[src/rtl/mem_burst_ctrl_pkg.sv]
// Purpose: shared widths, FSM state encodings and address helper for mem_burst_ctrl.
// Latency: n/a (declarations only).
// Backpressure: n/a.
package mem_burst_ctrl_pkg;

    localparam int ADDR_W = 4;
    localparam int DATA_W = 6;
    localparam int DEPTH  = 16;

    // FSM encodings kept as plain constants so older tools can consume them.
    localparam logic [1:0] ST_IDLE  = 2'd0;
    localparam logic [1:0] ST_WRITE = 2'd1;
    localparam logic [1:0] ST_READ  = 2'd2;

    // Next burst address; the last location wraps back to 0.
    function automatic logic [ADDR_W-1:0] addr_inc(input logic [ADDR_W-1:0] a);
        return (a == ADDR_W'(DEPTH - 1)) ? '0 : a + ADDR_W'(1);
    endfunction

endpackage

[src/rtl/mem_burst_ctrl_rd_buf2.sv]
// Purpose: 2-entry FIFO holding read data returned by the memory.
// Latency: a pushed entry is visible at the head the cycle after the push.
// Backpressure: pop only when valid; push on full is accepted only with a same-cycle pop.
module rd_buf2
    import mem_burst_ctrl_pkg::*;
(
    input  logic              clk,
    input  logic              rst,
    input  logic              push_i,
    input  logic [DATA_W-1:0] push_dat_i,
    input  logic              pop_i,
    output logic [DATA_W-1:0] head_dat_o,
    output logic              valid_o,
    output logic [1:0]        count_o
);

    logic [DATA_W-1:0] ent_q [2];
    logic              wr_ptr_q, wr_ptr_d;
    logic              rd_ptr_q, rd_ptr_d;
    logic [1:0]        count_q, count_d;
    logic              do_push, do_pop;

    assign do_pop     = pop_i && (count_q != 2'd0);
    assign do_push    = push_i && ((count_q != 2'd2) || do_pop);
    assign head_dat_o = ent_q[rd_ptr_q];
    assign valid_o    = (count_q != 2'd0);
    assign count_o    = count_q;

    // Pointer and occupancy next-state; simultaneous push and pop leave count unchanged.
    always_comb begin
        wr_ptr_d = do_push ? ~wr_ptr_q : wr_ptr_q;
        rd_ptr_d = do_pop  ? ~rd_ptr_q : rd_ptr_q;
        count_d  = count_q;
        case ({do_push, do_pop})
            2'b10:   count_d = count_q + 2'd1;
            2'b01:   count_d = count_q - 2'd1;
            default: count_d = count_q;
        endcase
    end

    // Storage and pointers; reset empties the buffer and zeroes the head.
    always_ff @(posedge clk) begin
        if (rst) begin
            ent_q[0] <= '0;
            ent_q[1] <= '0;
            wr_ptr_q <= 1'b0;
            rd_ptr_q <= 1'b0;
            count_q  <= 2'd0;
        end else begin
            if (do_push) begin
                ent_q[wr_ptr_q] <= push_dat_i;
            end
            wr_ptr_q <= wr_ptr_d;
            rd_ptr_q <= rd_ptr_d;
            count_q  <= count_d;
        end
    end

endmodule

[src/rtl/mem_burst_ctrl.sv]
// Purpose: burst controller turning addr/len commands into beats on an external 16x6 sync memory.
// Latency: write beats go straight through; first read beat appears 2 edges after command accept.
// Backpressure: wr_valid gaps stall writes; rd_ready low throttles reads via the 2-entry buffer.
module mem_burst_ctrl
    import mem_burst_ctrl_pkg::*;
(
    input  logic              clk,
    input  logic              rst,
    input  logic              cmd_valid,
    output logic              cmd_ready,
    input  logic              cmd_wr,
    input  logic [ADDR_W-1:0] cmd_addr,
    input  logic [ADDR_W-1:0] cmd_len,
    input  logic              wr_valid,
    output logic              wr_ready,
    input  logic [DATA_W-1:0] wr_data,
    output logic              rd_valid,
    input  logic              rd_ready,
    output logic [DATA_W-1:0] rd_data,
    output logic [ADDR_W-1:0] mem_addr,
    output logic              mem_we,
    output logic [DATA_W-1:0] mem_din,
    input  logic [DATA_W-1:0] mem_dout,
    output logic              busy,
    output logic              done
);

    logic [1:0]        state_q, state_d;
    logic [ADDR_W-1:0] cur_addr_q, cur_addr_d;
    logic [ADDR_W-1:0] beats_left_q, beats_left_d;
    logic              inflight_q, inflight_d;
    logic [ADDR_W-1:0] hold_addr_q, hold_addr_d;

    logic [1:0]        buf_count;
    logic              buf_valid;
    logic [DATA_W-1:0] buf_head;

    logic              wr_beat;
    logic              rd_issue;
    logic              rd_pop;
    logic              last_beat;
    logic [2:0]        occ;

    assign wr_beat   = (state_q == ST_WRITE) && wr_valid;
    assign rd_pop    = buf_valid && rd_ready;
    assign last_beat = (beats_left_q == '0);

    // Occupancy net of this cycle's pop: issuing only below 2 guarantees the
    // buffer still has a free slot when the data lands next cycle, yet keeps
    // one beat per cycle flowing when rd_ready stays high.
    assign occ      = {1'b0, buf_count} + {2'b00, inflight_q} - {2'b00, rd_pop};
    assign rd_issue = (state_q == ST_READ) && (occ < 3'd2);

    assign cmd_ready = (state_q == ST_IDLE) && (buf_count == 2'd0) && !inflight_q;
    assign busy      = (state_q != ST_IDLE) || (buf_count != 2'd0) || inflight_q;
    assign wr_ready  = (state_q == ST_WRITE);
    assign mem_we    = wr_beat && !rst;
    assign mem_din   = (state_q == ST_WRITE) ? wr_data : '0;
    assign mem_addr  = (state_q == ST_IDLE) ? hold_addr_q : cur_addr_q;
    assign rd_valid  = buf_valid;
    assign rd_data   = buf_head;

    // Write bursts finish on their last accepted beat; read bursts finish when
    // the final buffered beat leaves and nothing is left in flight.
    assign done = !rst &&
                  ((wr_beat && last_beat) ||
                   (rd_pop && (state_q == ST_IDLE) && (buf_count == 2'd1) && !inflight_q));

    // Burst FSM: command capture, then per-beat address/count advance.
    always_comb begin
        state_d      = state_q;
        cur_addr_d   = cur_addr_q;
        beats_left_d = beats_left_q;
        case (state_q)
            ST_IDLE: begin
                if (cmd_valid && cmd_ready) begin
                    cur_addr_d   = cmd_addr;
                    beats_left_d = cmd_len;
                    state_d      = cmd_wr ? ST_WRITE : ST_READ;
                end
            end
            ST_WRITE: begin
                if (wr_beat) begin
                    cur_addr_d   = addr_inc(cur_addr_q);
                    beats_left_d = beats_left_q - ADDR_W'(1);
                    if (last_beat) begin
                        state_d = ST_IDLE;
                    end
                end
            end
            ST_READ: begin
                if (rd_issue) begin
                    cur_addr_d   = addr_inc(cur_addr_q);
                    beats_left_d = beats_left_q - ADDR_W'(1);
                    if (last_beat) begin
                        state_d = ST_IDLE;
                    end
                end
            end
            default: state_d = ST_IDLE;
        endcase
        inflight_d  = rd_issue;
        hold_addr_d = mem_addr;
    end

    // State registers; reset abandons any burst in progress.
    always_ff @(posedge clk) begin
        if (rst) begin
            state_q      <= ST_IDLE;
            cur_addr_q   <= '0;
            beats_left_q <= '0;
            inflight_q   <= 1'b0;
            hold_addr_q  <= '0;
        end else begin
            state_q      <= state_d;
            cur_addr_q   <= cur_addr_d;
            beats_left_q <= beats_left_d;
            inflight_q   <= inflight_d;
            hold_addr_q  <= hold_addr_d;
        end
    end

    // Read data lands from memory exactly one cycle after each issue.
    rd_buf2 u_rd_buf (
        .clk        (clk),
        .rst        (rst),
        .push_i     (inflight_q),
        .push_dat_i (mem_dout),
        .pop_i      (rd_pop),
        .head_dat_o (buf_head),
        .valid_o    (buf_valid),
        .count_o    (buf_count)
    );

endmodule

[config.mk]
export PLATFORM = sky130hd
export DESIGN_NAME = mem_burst_ctrl
export DESIGN_NICKNAME = d
export VERILOG_FILES = /design/src/rtl/mem_burst_ctrl_pkg.sv /design/src/rtl/mem_burst_ctrl_rd_buf2.sv /design/src/rtl/mem_burst_ctrl.sv
export SDC_FILE = /design/constraint.sdc
export NUM_CORES = 1
export LEC_CHECK = 0
export BUFFER_PORTS_ARGS = -buffer_cell sky130_fd_sc_hd__buf_2
export CAP_MARGIN = 10
export CORE_MARGIN = 8
export CORE_UTILIZATION = 54
export CTS_BUF_LIST = sky130_fd_sc_hd__clkbuf_8
export DETAILED_ROUTE_END_ITERATION = 10
export GPL_ROUTABILITY_DRIVEN = 0
export PLACE_DENSITY = 0.82
export SETUP_SLACK_MARGIN = 0.4
export SKIP_CTS_REPAIR_TIMING = 1
export SLEW_MARGIN = 40
export SYNTH_ARGS = -nofsm -noshare
export SYNTH_HDL_FRONTEND = slang
export SYNTH_SLANG_ARGS = --single-unit
[constraint.sdc]
create_clock -name clk -period 3.6 [get_ports clk]
set_clock_uncertainty 0.2 [all_clocks]
set_input_delay 1.08 -clock clk [delete_from_list [all_inputs] [get_ports clk]]
set_output_delay 1.08 -clock clk [all_outputs]
set_load 0.005 [all_outputs]
==> impl_metrics.toml <==
[status]
status = "completed"

[floorplan]
die_h_um = 73.96
rows = 21
design.die.area_mm2 = 0.005470
pin_count = 48
core_area_mm2 = 0.003284
die_x_um = 73.96
start_util_pct = 55.24

[sta]
rsz0062_at_grt = "false"
setup_viol = 0
maxSlewHeadroom_pct = 57.49
fin_crit_sh_pct = 85.91
clock.fmax_mhz = 323.3
hold_viol = 0
slew_viol_final = 0
max_slew.worst_pin.slew_ns = 0.6327
min_period_ns = 3.093
setup_tns_ns = 0

[worst_hold_path]
hp-start = "beats_left_q[1]"
hold_path_class = "reg2reg"
holdPathEnd = "beats_left_q[1]"
holdPathStages = 2

[layout]
design_area_mm2 = 0.002232
n_antenna_cell = 0
area_growth_pct = 23.03
drive_above_1_share_pct = 31.78
n_fill_cell = 265
nets = 271
final_cell_mix = "buf_2 (47), and2_1 (22), dfxtp_1 (20)"
instances_no_fill = 282
final_common_cell = "buf_2"
final_util_pct = 67.96

[global_routing]
grt.overflow.total = 0
grt_pass1_wl_um = 6444
antenna_found_initial = 0
grt_use_total_pct = 15.24
grt_max_degree = 19
grt_pass1_vias = 1380

[critical_path]
r2r_start = "u_rd_buf.count_o[1]"
path_delay_family = "adder cells"
r2r_cells = 10
crit_fanout = 10
endpoint_kind = "register"
critPathKind = "in2reg"
max_stage_delay_ns = 0.47
timing.rr.end = "state_q[1]"
start_kind = "primary input"
path_cells = "buf_2, nand2b_4, inv_4, ha_1, nor2b_1, fa_1, xnor2_1, o21a_2, or4_1, a21oi_1"
worst_ep_required_time_ns = 3.61
critPathBufInv = 2
worstPathArrival_ns = 3.11
r2r_slack_ns = 0.58
cp_slowest_cell = "or4_1"

[placed_design]
numPortBuffers = 47
placed_area_mm2 = 0.002117
dp.cells = 274
post-dp-hpwl_um = 3079

[drt]
drtPass1Iterations = 4
wl_met2_um = 1950
route.detailed.drc = 0
vias = 1478
antenna_left = 0
wirelength_um = 4042
highest_layer = "met4"
wl_met1_um = 1867
wl_per_cell_um = 14.33
wl_met3_um = 180
via_per_inst = 5.241
drtIter0Drc = 91

[synth]
syn_nets = 222
synth.area.top_cells = "dfxtp_1 (22%), edfxtp_1 (20%), and2_1 (7.6%)"
synth_top_area_cell = "dfxtp_1"
yosys_register_bits = 32
yosys_warnings = 0
postSynthAreaPerCell_um2 = 9.754
synth_cell_types = 42
synth_ff_type = "dfxtp_1"
synth_seq_area_share_pct = 41.93
async_reset_ff_share_pct = 0
synth_top_area_share_pct = 22.07
synth-edff-count = 12
synth_area_mm2 = 0.001814
netlist_instances = 186

[cts]
htree_levels = 2
clkTransAtPathRegs_ns = 0.07
cts_tree = "built"
clock-sinks = 32
clockRootBuffer = "clkbuf_8"
numCtsBuffers = 5
insertion_delay_ns = 0.28
clockBufferDepth = 2

[power_and_ir_drop]
ir_worst_vdd_uv = 617.1
power_density_mw_per_mm2 = 817.7
leakage_nw = 1.009

[flow_run]
maxCapViolCount = 0
## kinds of logic after synthesis
group                      Yosys count  share of synthesized area, %
buffers and inverters               26                         5.379
and+or+nand+nor                     61                         19.45
AOI/OAI and AO/OA                   35                         13.31
adders and majority gates           10                         7.310
muxes                               19                         11.17
DFF                                 32                         41.93
xor gates and xnor gates             3                         1.449
## cell usage after synthesis (all sizes together), types with 2 or more instances
library cell,count
o31ai,4
a211oi,2
inv,16
mux2,10
o21ai,6
nand2b,2
nor2,9
nor3,5
and2,22
a31oi,2
o311ai,3
nor2b,2
a311oi,3
edfxtp,12
o211ai,2
nand3,3
ha,9
or4,2
o21a,2
clkbuf,9
dfxtp,20
nand2,5
nor3b,2
xnor2,2
a21oi,7
mux2i,9
## layout make-up
class	count	area (um2)	share of cell area, %
Sequential cell	32	760.7	34.08
Clock inverter	3	42.54	1.906
Clock buffer	5	68.82	3.083
Inverter	16	62.56	2.803
Timing Repair Buffer	52	272.8	12.22
Multi-Input combinational cell	128	967.2	43.33
Tap cell	46	57.56	2.578
## how the worst max path moves through the flow
stage          slack [ns]  depth (start not counted)         end        from
2_1_floorplan        0.38                          9  state_q[1]    rd_ready
3_3_place_gp         0.24                         10  state_q[1]    rd_ready
3_5_place_dp         0.17                          9  state_q[1]    rd_ready
4_1_cts              0.39                          7        done  state_q[0]
5_1_grt              0.43                          9  state_q[1]    rd_ready
6_report             0.51                         10  state_q[1]    rd_ready
## flip-flops by register name (all words and copies together) (netlist names), named ones only
name / cells
cur_addr_q: 4
inflight_q: 1
u_rd_buf.ent_q: 12
beats_left_q: 4
u_rd_buf.count_o: 2
state_q: 2
u_rd_buf.wr_ptr_q: 1
hold_addr_q: 4
u_rd_buf.rd_ptr_q: 1
## routing by layer
layer / vias up / global-route usage (%)
met4: 0 / 5.322
met5: - / 0
met1: 681 / 18.63
met2: 31 / 25.10
li1: 760 / -
met3: 6 / 4.043
## stage by stage
stage	hold WS [ns]	power (mW)	worst slack, ns
after global placement	0.2828	1.454	0.2393
after floorplan	0.2654	1.231	0.3759
after global routing	0.3235	1.962	0.4330
after detailed placement	0.2926	1.482	0.1742
after CTS	0.3017	1.826	0.3860
final	0.3024	1.825	0.5072
## power by group
group          total (mW)  leakage [nW]  switching [mW]  internal [mW]
Clock               0.341        0.0541           0.136          0.205
Combinational       0.949         0.667           0.505          0.444
Sequential          0.536         0.288          0.0758          0.460
Total                1.83          1.01           0.717           1.11
## worst register-to-register path: cells and delay by family, from the launching register on
kind	cells	cell delay, ns
and+or+nand+nor	3	0.82
buffers and inverters	2	0.21
AOI/OAI and AO/OA	2	0.41
adders and majority gates	3	0.91
DFF	1	0.42
Note: power is estimated with default switching activity, not from simulation.
